File: src/rtl/loop_filter_pi_gear.sv
// ADPLL proportional-integral loop filter with two-gear (ACQ/TRACK) bandwidth switching.
// Two-stage pipeline: gain multiply, then saturating integrate, sum, round and clamp.
module loop_filter_pi_gear #(
    parameter int ERROR_WIDTH   = 5,
    parameter int GAIN_WIDTH    = 7,
    parameter int ACC_WIDTH     = 16,
    parameter int FRAC_BITS     = 4,
    parameter int DCO_CC_WIDTH  = 5,
    parameter int GEAR_SHIFT    = 2,
    parameter int LOCK_THRESH   = 1,
    parameter int LOCK_COUNT    = 16,
    parameter int UNLOCK_THRESH = 4
) (
    input  logic                           gen_clk_i,
    input  logic                           reset_i,
    input  logic signed [ERROR_WIDTH-1:0]  error_i,
    input  logic                           error_valid_i,
    input  logic        [GAIN_WIDTH-1:0]   kp_i,
    input  logic        [GAIN_WIDTH-1:0]   ki_i,
    input  logic                           gain_load_i,
    input  logic                           freeze_i,
    input  logic                           int_clear_i,
    output logic signed [DCO_CC_WIDTH-1:0] dco_cc_o,
    output logic                           dco_cc_valid_o,
    output logic                           gear_o,
    output logic                           locked_o
);

    localparam int PROD_WIDTH = ERROR_WIDTH + GAIN_WIDTH + 1;
    localparam int CNT_WIDTH  = $clog2(LOCK_COUNT + 1);

    localparam logic signed [ACC_WIDTH-1:0] ACC_MAX = {1'b0, {(ACC_WIDTH-1){1'b1}}};
    localparam logic signed [ACC_WIDTH-1:0] ACC_MIN = {1'b1, {(ACC_WIDTH-1){1'b0}}};
    localparam logic signed [ACC_WIDTH:0]   HALF_LSB = (ACC_WIDTH+1)'(2 ** (FRAC_BITS-1));
    localparam logic signed [ACC_WIDTH:0]   DCO_MAX_W = (ACC_WIDTH+1)'(2 ** (DCO_CC_WIDTH-1) - 1);
    localparam logic signed [ACC_WIDTH:0]   DCO_MIN_W = (ACC_WIDTH+1)'(-(2 ** (DCO_CC_WIDTH-1)));

    typedef enum logic {
        GEAR_ACQ   = 1'b0,
        GEAR_TRACK = 1'b1
    } gear_t;

    gear_t                         gear_q;
    logic [CNT_WIDTH-1:0]          lock_cnt_q;
    logic [GAIN_WIDTH-1:0]         kp_r, ki_r, kp_eff, ki_eff;
    logic signed [PROD_WIDTH-1:0]  err_pw, kp_pw, ki_pw;
    logic signed [PROD_WIDTH-1:0]  p_r, i_r;
    logic                          s1_valid_q;
    logic                          accept;
    logic signed [ERROR_WIDTH:0]   err_ext;
    logic [ERROR_WIDTH:0]          err_abs;
    logic                          in_lock, lose_lock;

    logic signed [ACC_WIDTH-1:0]   int_q, int_base, int_next, sum;
    logic signed [ACC_WIDTH:0]     int_wide, sum_wide, rnd, shifted;
    logic signed [DCO_CC_WIDTH-1:0] dco_next;

    function automatic logic signed [ACC_WIDTH-1:0] sat_acc(input logic signed [ACC_WIDTH:0] x);
        if (x[ACC_WIDTH] != x[ACC_WIDTH-1])
            return x[ACC_WIDTH] ? ACC_MIN : ACC_MAX;
        return x[ACC_WIDTH-1:0];
    endfunction

    always_comb begin
        accept  = error_valid_i & ~freeze_i;
        kp_eff  = (gear_q == GEAR_TRACK) ? (kp_r >> GEAR_SHIFT) : kp_r;
        ki_eff  = (gear_q == GEAR_TRACK) ? (ki_r >> GEAR_SHIFT) : ki_r;
        err_pw  = $signed({{(PROD_WIDTH-ERROR_WIDTH){error_i[ERROR_WIDTH-1]}}, error_i});
        kp_pw   = $signed({{(PROD_WIDTH-GAIN_WIDTH){1'b0}}, kp_eff});
        ki_pw   = $signed({{(PROD_WIDTH-GAIN_WIDTH){1'b0}}, ki_eff});
        // One extra bit so the most-negative error has a representable magnitude.
        err_ext = $signed({error_i[ERROR_WIDTH-1], error_i});
        err_abs = err_ext[ERROR_WIDTH] ? $unsigned(-err_ext) : $unsigned(err_ext);
        in_lock   = err_abs <= (ERROR_WIDTH+1)'(LOCK_THRESH);
        lose_lock = err_abs >  (ERROR_WIDTH+1)'(UNLOCK_THRESH);
    end

    always_ff @(posedge gen_clk_i) begin
        if (reset_i) begin
            kp_r <= '0;
            ki_r <= '0;
        end else if (gain_load_i) begin
            kp_r <= kp_i;
            ki_r <= ki_i;
        end
    end

    always_ff @(posedge gen_clk_i) begin
        if (reset_i) begin
            s1_valid_q <= 1'b0;
            p_r        <= '0;
            i_r        <= '0;
        end else begin
            s1_valid_q <= accept;
            if (accept) begin
                p_r <= err_pw * kp_pw;
                i_r <= err_pw * ki_pw;
            end
        end
    end

    always_ff @(posedge gen_clk_i) begin
        if (reset_i) begin
            gear_q     <= GEAR_ACQ;
            lock_cnt_q <= '0;
            gear_o     <= 1'b0;
            locked_o   <= 1'b0;
        end else if (accept) begin
            case (gear_q)
                GEAR_ACQ: begin
                    if (!in_lock) begin
                        lock_cnt_q <= '0;
                    end else if (lock_cnt_q == CNT_WIDTH'(LOCK_COUNT - 1)) begin
                        gear_q     <= GEAR_TRACK;
                        lock_cnt_q <= '0;
                        gear_o     <= 1'b1;
                        locked_o   <= 1'b1;
                    end else begin
                        lock_cnt_q <= lock_cnt_q + CNT_WIDTH'(1);
                    end
                end
                GEAR_TRACK: begin
                    if (lose_lock) begin
                        gear_q     <= GEAR_ACQ;
                        lock_cnt_q <= '0;
                        gear_o     <= 1'b0;
                        locked_o   <= 1'b0;
                    end
                end
                default: begin
                    gear_q     <= GEAR_ACQ;
                    lock_cnt_q <= '0;
                    gear_o     <= 1'b0;
                    locked_o   <= 1'b0;
                end
            endcase
        end
    end

    always_comb begin
        int_base = int_clear_i ? '0 : int_q;
        int_wide = $signed({int_base[ACC_WIDTH-1], int_base})
                 + $signed({{(ACC_WIDTH+1-PROD_WIDTH){i_r[PROD_WIDTH-1]}}, i_r});
        int_next = sat_acc(int_wide);
        sum_wide = $signed({int_next[ACC_WIDTH-1], int_next})
                 + $signed({{(ACC_WIDTH+1-PROD_WIDTH){p_r[PROD_WIDTH-1]}}, p_r});
        sum      = sat_acc(sum_wide);
        rnd      = $signed({sum[ACC_WIDTH-1], sum}) + HALF_LSB;
        shifted  = rnd >>> FRAC_BITS;
        if (shifted > DCO_MAX_W)
            dco_next = DCO_MAX_W[DCO_CC_WIDTH-1:0];
        else if (shifted < DCO_MIN_W)
            dco_next = DCO_MIN_W[DCO_CC_WIDTH-1:0];
        else
            dco_next = shifted[DCO_CC_WIDTH-1:0];
    end

    // A clear beats a concurrent stage-2 write; that stage-2 output already used int=0.
    always_ff @(posedge gen_clk_i) begin
        if (reset_i) begin
            int_q          <= '0;
            dco_cc_o       <= '0;
            dco_cc_valid_o <= 1'b0;
        end else begin
            dco_cc_valid_o <= s1_valid_q;
            if (s1_valid_q)
                dco_cc_o <= dco_next;
            if (int_clear_i)
                int_q <= '0;
            else if (s1_valid_q)
                int_q <= int_next;
        end
    end

endmodule

File: config.mk
export PLATFORM = sky130hd
export DESIGN_NAME = loop_filter_pi_gear
export DESIGN_NICKNAME = d
export VERILOG_FILES = /design/src/rtl/loop_filter_pi_gear.sv
export SDC_FILE = /design/constraint.sdc
export NUM_CORES = 1
export LEC_CHECK = 0
export BUFFER_PORTS_ARGS = -buffer_cell sky130_fd_sc_hd__buf_2
export CAP_MARGIN = 20
export CORE_MARGIN = 2
export CORE_UTILIZATION = 40
export CTS_BUF_LIST = sky130_fd_sc_hd__clkbuf_2
export CTS_CLUSTER_SIZE = 10
export DETAILED_ROUTE_END_ITERATION = 16
export SYNTH_ARGS = -nofsm -noshare
export SYNTH_HDL_FRONTEND = slang
export SYNTH_SLANG_ARGS = --single-unit
File: constraint.sdc
create_clock -name gen_clk_i -period 9 [get_ports gen_clk_i]
set_input_delay 0.45 -clock gen_clk_i [delete_from_list [all_inputs] [get_ports gen_clk_i]]
set_output_delay 0.45 -clock gen_clk_i [all_outputs]
set_load 0.005 [all_outputs]
Word level (Yosys, flattened, before mapping)
Index checks and enable logic that the tools add are counted.

Word-level logic and storage cells: 60. Input bits: 25. Bits in registers: 70.

Bitwise gates (word level): 3. Add/subtract/negate cells: 5. Eq/ne operators: 6. $lt $le $gt $ge: 4. Reduce and logical (&&, ||, !) cells: 3. $mul: 2. Multiplexer cells: 26.

Operators by type and width (number): $mux W16 (7); $add A16 B13 Y17 (2); $mul A5 B8 Y13 (2); $mux W5 (5); $add A16 B5 Y17 const B (1); $mux W7 (2); $gt A13 B5 Y1 const B (1); $lt A13 B5 Y1 const B (1); $pmux W5 S2 (1); $mux W1 (8); $gt A6 B3 Y1 const B (1); $le A6 B1 Y1 const B (1); $mux W6 (1); $neg A5 Y6 (1); $add A5 B1 Y5 const B (1); $eq A5 B4 Y1 const B (1); $ne A2 B2 Y1 const B (2); $pmux W1 S2 (2); $reduce_and A4 Y1 (1); $ne A1 B1 Y1 (2); $ne A2 B1 Y1 const B (1); $not A1 Y1 (2); $reduce_and A2 Y1 (1); $reduce_or A2 Y1 (1); $and A1 B1 Y1 (1).

Longest topological paths before layout
Gate-level depths: netlist (run 1).

Depth after elaboration: 13. Depth in mapped cells: 37. Gate-level depth less buffers: 32.

Worst setup path after synthesis (run 1)
OpenSTA, ideal clock, no wires.

Kind: input to register. Start point: input int_clear_i. End point: register dco_cc_o[0]. Slack: 1.508 ns. Stages: 30. Buffers on the path: 4. Arrival: 7.357 ns. Data required time: 8.866 ns. Library setup time: 0.134 ns. Cells stage by stage: clkbuf_1 > nor2b_1 > ha_1 > a21oi_2 > a211oi_1 > or3_4 > nor2_1 > mux2_2 > clkbuf_1 > a21o_1 > ha_1 > clkbuf_1 > a21oi_1 > nand2_1 > a211o_1 > o2111ai_1 > a21oi_1 > o21ai_0 > nor2b_1 > xnor2_1 > ha_1 > clkbuf_1 > o32ai_1 > a311o_1 > or3_4 > or4b_4 > a21o_1 > mux2_4 > nor4_4 > o32ai_1.

Longest elaborated chain between the ends: 13. Elaborated cells on any way between the ends: 18. Classes of those cells: add/sub: 3; order compare: 2; eq/ne: 2; mux: 11.

Ends and longest elaborated chain: start, declared (RTL line 22) `input logic int_clear_i,`; $mux W16 * (RTL line 141) `int_base = int_clear_i ? '0 : int_q;`; $add A16 B13 Y17 * (RTL line 143) `+ $signed({{(ACC_WIDTH+1-PROD_WIDTH){i_r[PROD_WIDTH-1]}}, i_r});`; $mux W16 / $ne A1 B1 Y1 (equally long branches) (RTL line 60, 59); $mux W16 / $mux W1 (equally long branches) (RTL line 59) `if (x[ACC_WIDTH] != x[ACC_WIDTH-1])`; $mux W16 * (RTL line 61) `return x[ACC_WIDTH-1:0];`; named net int_next[4] (RTL line 54) `logic signed [ACC_WIDTH-1:0] int_q, int_base, int_next, sum;`; $add A16 B13 Y17 * (RTL line 146) `+ $signed({{(ACC_WIDTH+1-PROD_WIDTH){p_r[PROD_WIDTH-1]}}, p_r});`; $mux W16 / $ne A1 B1 Y1 (equally long branches) (RTL line 60, 59); $mux W16 / $mux W1 (equally long branches) (RTL line 59); $mux W16 * (RTL line 61); $add A16 B5 Y17 * (RTL line 148) `rnd = $signed({sum[ACC_WIDTH-1], sum}) + HALF_LSB;`; $lt A13 B5 Y1 (RTL line 152) `else if (shifted < DCO_MIN_W)`; $mux W5 (RTL line 152); $mux W5 * (RTL line 150) `if (shifted > DCO_MAX_W)`; end signal, assigned (RTL line 167) `dco_cc_o <= dco_next;`; end, declared (RTL line 23) `output logic signed [DCO_CC_WIDTH-1:0] dco_cc_o,`.

Mark *: on every way through the listed nets, which the timed path passes. The rest lies on a longest branch. The select of a mux whose other input is x is not followed. A chain may end at the register's enable or synchronous reset.

Worst setup path after layout (run 1)
Start point: register i_r[12]. End point: register dco_cc_o[0].

Longest elaborated chain between the ends: 12. Elaborated cells on any way between the ends: 17. Classes of those cells: add/sub: 3; order compare: 2; eq/ne: 2; mux: 10.

Ends and longest elaborated chain: start, declared (RTL line 47) `logic signed [PROD_WIDTH-1:0] p_r, i_r;`; start signal, assigned (RTL line 97) `i_r <= err_pw * ki_pw;`; $add A16 B13 Y17 * (RTL line 143); $mux W16 / $ne A1 B1 Y1 (equally long branches) (RTL line 60, 59); $mux W16 / $mux W1 (equally long branches) (RTL line 59); $mux W16 * (RTL line 61); named net int_next[2] (RTL line 54); $add A16 B13 Y17 * (RTL line 146); $mux W16 / $ne A1 B1 Y1 (equally long branches) (RTL line 60, 59); $mux W16 / $mux W1 (equally long branches) (RTL line 59); $mux W16 * (RTL line 61); $add A16 B5 Y17 * (RTL line 148); $lt A13 B5 Y1 (RTL line 152); $mux W5 (RTL line 152); $mux W5 * (RTL line 150).

Marked as above.

==> impl_metrics.json, run 1 <==
{
  "synthArstFlopShare_pct": 0,
  "cts_tree": "done",
  "syn_nets": 1078,
  "rsz0062_at_grt": "no",
  "yosysSeqAreaShare_pct": 19.0,
  "cp.arrival_ns": 8.47,
  "drt_first_iter_violations": 314,
  "synthCells": 933,
  "worst-setup-path-type": "reg2reg",
  "htreeDepth": 3,
  "ctsLongestPathBuffers": 2,
  "startpoint_type": "flop",
  "postCtsSetupRepairBufs": 0,
  "vias": 6348,
  "dpl.hpwl_um": 13400,
  "start_util_pct": 40.9,
  "powerDensity_nw_per_um2": 125,
  "r2r_start": "i_r[12]",
  "ant_nets": 0,
  "grt_antenna_before_repair": 1,
  "avgRoutedWirePerCell_um": 14.8,
  "dieArea_um2": 19500,
  "skew_ns": 0.0499,
  "num_io_pins": 33,
  "drt_pass1_iterations": 5,
  "placedCellCount": 1161,
  "grt_max_degree": 57,
  "grt_pass1_vias": 6049,
  "cts_buffers": 9,
  "yosys_warnings": 0,
  "synth_cell_type_count": 66,
  "r2r-end": "dco_cc_o[0]",
  "reg2reg_slack_ns": 1.02,
  "synth_most_common_cell": "nand2_1",
  "final_hold_viol_count": 0,
  "clock-sinks": 70,
  "hold_class": "in2reg",
  "leakage_nw": 3.69,
  "yosys_most_used_dff": "dfxtp_1",
  "status": "finished, final reports clean",
  "final_cell_count_no_fill": 1181,
  "critPathRequiredTime_ns": 9.48,
  "die_w_um": 140,
  "power_w": 0.000986,
  "cap_violations": 0,
  "grtUsageTotal_pct": 18.6,
  "cts_resized": 0,
  "gp_congestion": 0.965,
  "syn-cell-area_um2": 7370,
  "reg2regPathDepth": 27,
  "min_path_cells": 3,
  "synth-seq-cells": 70,
  "grt-ovfl-total": 0,
  "clock_latency_ns": 0.60,
  "cts_root_buffer": "clkbuf_2",
  "area_growth_pct": 6.71,
  "hp-start": "ki_i[5]",
  "vias_per_cell": 5.38,
  "fin_tns_setup_ns": 0,
  "die_h_um": 140,
  "fmax_mhz": 125,
  "ys_top_cells_by_area": "dfxtp_1 19%, ha_1 15%, fa_1 9.0%",
  "period_minus_slack_ns": 7.98,
  "setup_viol": 0,
  "min_period_over_period_pct": 88.7,
  "cp_max_fo": 21,
  "drv_slew": 0,
  "postPlaceCellArea_um2": 7710,
  "row_count": 49,
  "fill_cells": 1884,
  "dp_worst_setup_slack_ns": 0.770,
  "routed_wl_um": 17500,
  "numPortBuffers": 32,
  "drc_errors": 0,
  "synth.cells.most_frequent": "117 x nand2_1, 87 x ha_1, 85 x nor2_1",
  "maxSlewHeadroom_pct": 44.3,
  "design_area_um2": 7870,
  "hold-path-endpoint": "ki_r[5]",
  "ir_drop_mv": 0.0809,
  "crit_path_end_kind": "flop",
  "synth-edff-count": 0,
  "avgSynthCellArea_um2": 7.90,
  "yosysTopAreaCell": "dfxtp_1",
  "grt_pass1_wl_um": 30000,
  "core_um2": 18000,
  "clk_pin_slew_ns": 0.27,
  "drive_gt1_share_pct": 9.15,
  "tightest_slew_ns": 0.834,
  "fin_nets": 1091,
  "fin_ws_ns": 1.02,
  "yosys.area.top_type_share_pct": 19.0
}
## placed cells by master (no fill, tap or decap), types with 3 or more instances in the layout
cell      netlist  routed
a211o_1         3       3
o32ai_1         4       4
o21a_1         13      13
xor2_1         12      12
a31o_2          5       5
nor4_1          5       5
inv_1          76      76
o21bai_1       15      15
nand2b_1       16      16
nand3_1        15      15
o31ai_1         5       5
ha_1           87      87
mux2_2          8       8
nor3_1         14      14
nor2_1         85      85
o211ai_1        5       5
a31oi_1         4       4
or2_2           6       6
buf_4           1       4
mux2i_1        31      31
nand4_1         5       5
or3_1           5       5
nand2_1       117     117
o21ai_0        26      26
buf_2           0      32
a211oi_1        8       8
clkbuf_2        0       9
a21o_1         21      21
xnor2_1        29      29
nor2b_1        33      32
a21oi_1        83      83
dfxtp_1        70      70
fa_1           33      33
and2_1         14      14
and3_1          3       3
## worst max-delay path by stage
stage           startpoint           to  slack [ns]  depth (start not counted)
3_5_place_dp   int_clear_i  dco_cc_o[0]        0.77                         30
6_report           i_r[12]  dco_cc_o[0]        1.02                         27
4_1_cts            i_r[12]  dco_cc_o[0]        1.05                         27
3_3_place_gp   int_clear_i  dco_cc_o[1]        0.90                         29
2_1_floorplan  int_clear_i  dco_cc_o[0]        1.51                         30
5_1_grt            i_r[12]  dco_cc_o[0]        0.29                         28
## final cells by class
type | instances | area (um2) | area share (%)
antenna | 1 | 2.50 | 0.0318
clock buffer | 9 | 45.0 | 0.573
clock inverter | 7 | 57.6 | 0.732
inverter | 78 | 293 | 3.72
multi-input combinational | 748 | 5540 | 70.4
sequential | 70 | 1400 | 17.8
tap | 229 | 287 | 3.64
timing repair buffer | 39 | 243 | 3.09
## power breakdown
part	total (W)	internal [W]	switching (W)
clock network	0.000183	0.0000402	0.000142
registers	0.000347	0.000330	0.0000168
logic	0.000457	0.000189	0.000267
total	0.000986	0.000560	0.000427
## state kept, by name (all words and copies together) (netlist names)
signal,count
int_q,16
i_r,13
p_r,13
ki_r,7
kp_r,7
dco_cc_o,5
lock_cnt_q,5
dco_cc_valid_o,1
gear_q,1
locked_o,1
s1_valid_q,1
## layer usage
layer	wire [um]	vias up	track usage, %
li1	-	3246	-
met1	8580	2973	25.3
met2	7990	109	31.1
met3	603	20	3.34
met4	292	0	3.63
met5	0	-	0
## critical path, stage by stage, from the launching register on
cell	delay, ns
dfxtp_1	0.57
ha_1	0.35
a21oi_1	0.15
o21ai_0	0.13
or3_4	0.42
nor2_1	0.19
xor2_1	0.21
nor2_1	0.14
buf_4	0.19
o21a_1	0.21
ha_1	0.34
nand3_1	0.17
a311oi_4	0.51
o2111ai_1	0.31
a21oi_1	0.29
o21ai_0	0.15
nor2b_1	0.16
xnor2_1	0.13
ha_1	0.55
inv_1	0.32
nand2_1	0.08
a311o_1	0.37
or3_4	0.39
or4b_4	0.54
a21o_1	0.18
mux2_4	0.31
nor4_4	0.34
o32ai_1	0.15
## stage by stage
step,util (%),hold WS [ns]
2_1_floorplan,-,0.427
3_3_place_gp,42.8,0.440
3_5_place_dp,42.8,0.446
4_1_cts,43.4,0.00306
5_1_grt,43.6,0.00536
6_report,43.6,0.0616
## cells by family after synthesis
kind of cell               Yosys count  share of synthesized area, %
and+or+nand+nor                    332                          21.8
AOI/OAI and AO/OA                  214                          18.9
adders and majority gates          121                          23.9
buffers and inverters              115                          5.91
DFF                                 70                          19.0
xor gates and xnor gates            41                          4.87
muxes                               40                          5.64
## what timing repair did
item	4_1_cts	5_1_grt
hold endpoints to repair	1	0
hold buffers	1	0
setup endpoints to repair	0	0
Note: power is estimated with default switching activity, not from simulation.
==> inputs of run 2 (changes only) <==
Clock period 9 ns to 7.19 ns, I/O delays scaled along.
==> run 2 against run 1 <==
Against the previous run:
- critical path depth unchanged
- via count down 0.55%
- critical endpoint is now dco_cc_o[2]
- global-route usage down 0.28 points
- hold slack worse by 0.0095 ns
- non-clock buffer count up 34
- maximum frequency up 17%
- register-to-register slack worse by 0.62 ns
- clock skew down 0.014 ns
- sequential share of layout area down 0.63 points
==> impl_metrics.json, run 2 (synthesis results as in run 1) <==
{
  "status": "finished, final reports clean",
  "drc_errors": 0,
  "leakage_nw": 3.87,
  "cap_violations": 0,
  "htreeDepth": 3,
  "vias": 6313,
  "crit_path_start": "int_q[14]",
  "crit_path_end_kind": "flop",
  "cp_max_fo": 6,
  "grt-ovfl-total": 0,
  "vias_per_cell": 5.21,
  "path_buf_inv": 0,
  "crit_top_cell": "ha_1",
  "r2r-end": "dco_cc_o[2]",
  "ctsLongestPathBuffers": 2,
  "dieArea_um2": 19500,
  "cp.depth": 27,
  "tightest_slew_ns": 1.03,
  "cts_tree": "done",
  "cts_root_buffer": "clkbuf_2",
  "dpl.hpwl_um": 13700,
  "endpoint": "dco_cc_o[2]",
  "max_stage_delay_ns": 0.55,
  "die_h_um": 140,
  "critPathRequiredTime_ns": 7.70,
  "drive_gt1_share_pct": 12.7,
  "fin_nets": 1125,
  "gp_congestion": 0.864,
  "core_um2": 18000,
  "grt_antenna_before_repair": 0,
  "grt_pass1_wl_um": 29300,
  "min_period_over_period_pct": 94.5,
  "largest_register_ffs": 16,
  "drv_slew": 0,
  "clock_latency_ns": 0.56,
  "final_cell_count_no_fill": 1211,
  "hold_class": "in2reg",
  "dp_worst_setup_slack_ns": -0.0555,
  "drt_pass1_iterations": 4,
  "mostFrequentLayoutCells": "117 x nand2_1, 87 x ha_1, 82 x a21oi_1, 82 x nor2_1, 76 x inv_1",
  "largest-register": "int_q",
  "start_util_pct": 40.9,
  "skew_ns": 0.0355,
  "routed_wl_um": 17400,
  "maxSlewHeadroom_pct": 31.3,
  "area_growth_pct": 10.7,
  "diodes": 0,
  "worst-setup-path-type": "reg2reg",
  "grtUsageTotal_pct": 18.3,
  "reg2regPathDepth": 27,
  "fin_ws_ns": 0.394,
  "clk_pin_slew_ns": 0.22,
  "row_count": 49,
  "powerDensity_nw_per_um2": 155,
  "grt_pass1_vias": 6158,
  "ir_drop_mv": 0.101,
  "grt_max_degree": 57,
  "r2r_start": "int_q[14]",
  "path_delay_family": "simple AND/OR/NAND/NOR gates",
  "final_hold_viol_count": 0,
  "cts_buffers": 9,
  "crit_slowest_cell": "or4b_4",
  "power_w": 0.00127,
  "placedCellCount": 1192,
  "avgRoutedWirePerCell_um": 14.4,
  "rsz0062_at_grt": "no",
  "num_io_pins": 33,
  "clock-sinks": 70,
  "die_w_um": 140,
  "final_common_cell": "nand2_1",
  "setup_viol": 0,
  "drt_first_iter_violations": 282,
  "period_minus_slack_ns": 6.80,
  "startpoint_type": "flop",
  "numPortBuffers": 32,
  "cp.arrival_ns": 7.31,
  "reg2reg_slack_ns": 0.39,
  "min_path_cells": 3,
  "post-route-util_pct": 45.3,
  "fmax_mhz": 147,
  "ant_nets": 0,
  "reg_top3": "int_q: 16 flops, i_r: 13 flops, p_r: 13 flops"
}
## run 2: power by group
part / internal, W / switching [W] / leakage, nW / total [W]
Combinational: 0.000268 / 0.000344 / 3.24 / 0.000612
Sequential: 0.000413 / 0.0000214 / 0.571 / 0.000434
Clock: 0.0000746 / 0.000147 / 0.0611 / 0.000221
Total: 0.000755 / 0.000512 / 3.87 / 0.00127
## run 2: worst min-delay path by stage
stage                  startpoint  slack (ns)            end
floorplan           lock_cnt_q[4]        0.43  lock_cnt_q[4]
global placement    lock_cnt_q[4]        0.44  lock_cnt_q[4]
detailed placement  lock_cnt_q[4]        0.44  lock_cnt_q[4]
CTS                       kp_i[1]      0.0004        kp_r[1]
global route              kp_i[2]       0.009        kp_r[2]
finish                    kp_i[2]        0.05        kp_r[2]
## run 2: layout make-up
type	instances	area (um2)
Clock buffer	10	50.0
Fill cell	1838	9860
Multi-Input combinational cell	748	5590
Sequential cell	70	1400
Inverter	78	293
Timing Repair Buffer	73	498
Tap cell	229	287
Clock inverter	3	38.8
## run 2: routing by layer
| layer | share of wire (%) | GRT usage, % |
|---|---|---|
| met1 | 50 | 25.2 |
| met2 | 45 | 30.2 |
| met3 | 2.9 | 2.86 |
| met4 | 1.7 | 4.42 |
| met5 | 0 | 0 |
## run 2: timing repair
item | 4_1_cts | 5_1_grt
endpoints found under the hold margin | 4 | 0
resized for setup | 0 | 12
hold buffers | 4 | 0
setup endpoints to repair | 0 | 4
setup buffers | 0 | 1
## run 2: stage by stage
stage	cell area [um2]	TNS (ns)	hold WS, ns
3_5_place_dp	7950	-0.157	0.443
6_report	8160	0	0.0521
3_3_place_gp	7950	0	0.444
5_1_grt	8160	0	0.00863
2_1_floorplan	7380	0	0.427
4_1_cts	8080	0	0.000363
## run 2: worst min-delay path: stages
cell	delay, ns
buf_2	0.08
mux2i_1	0.05
nor2_1	0.08
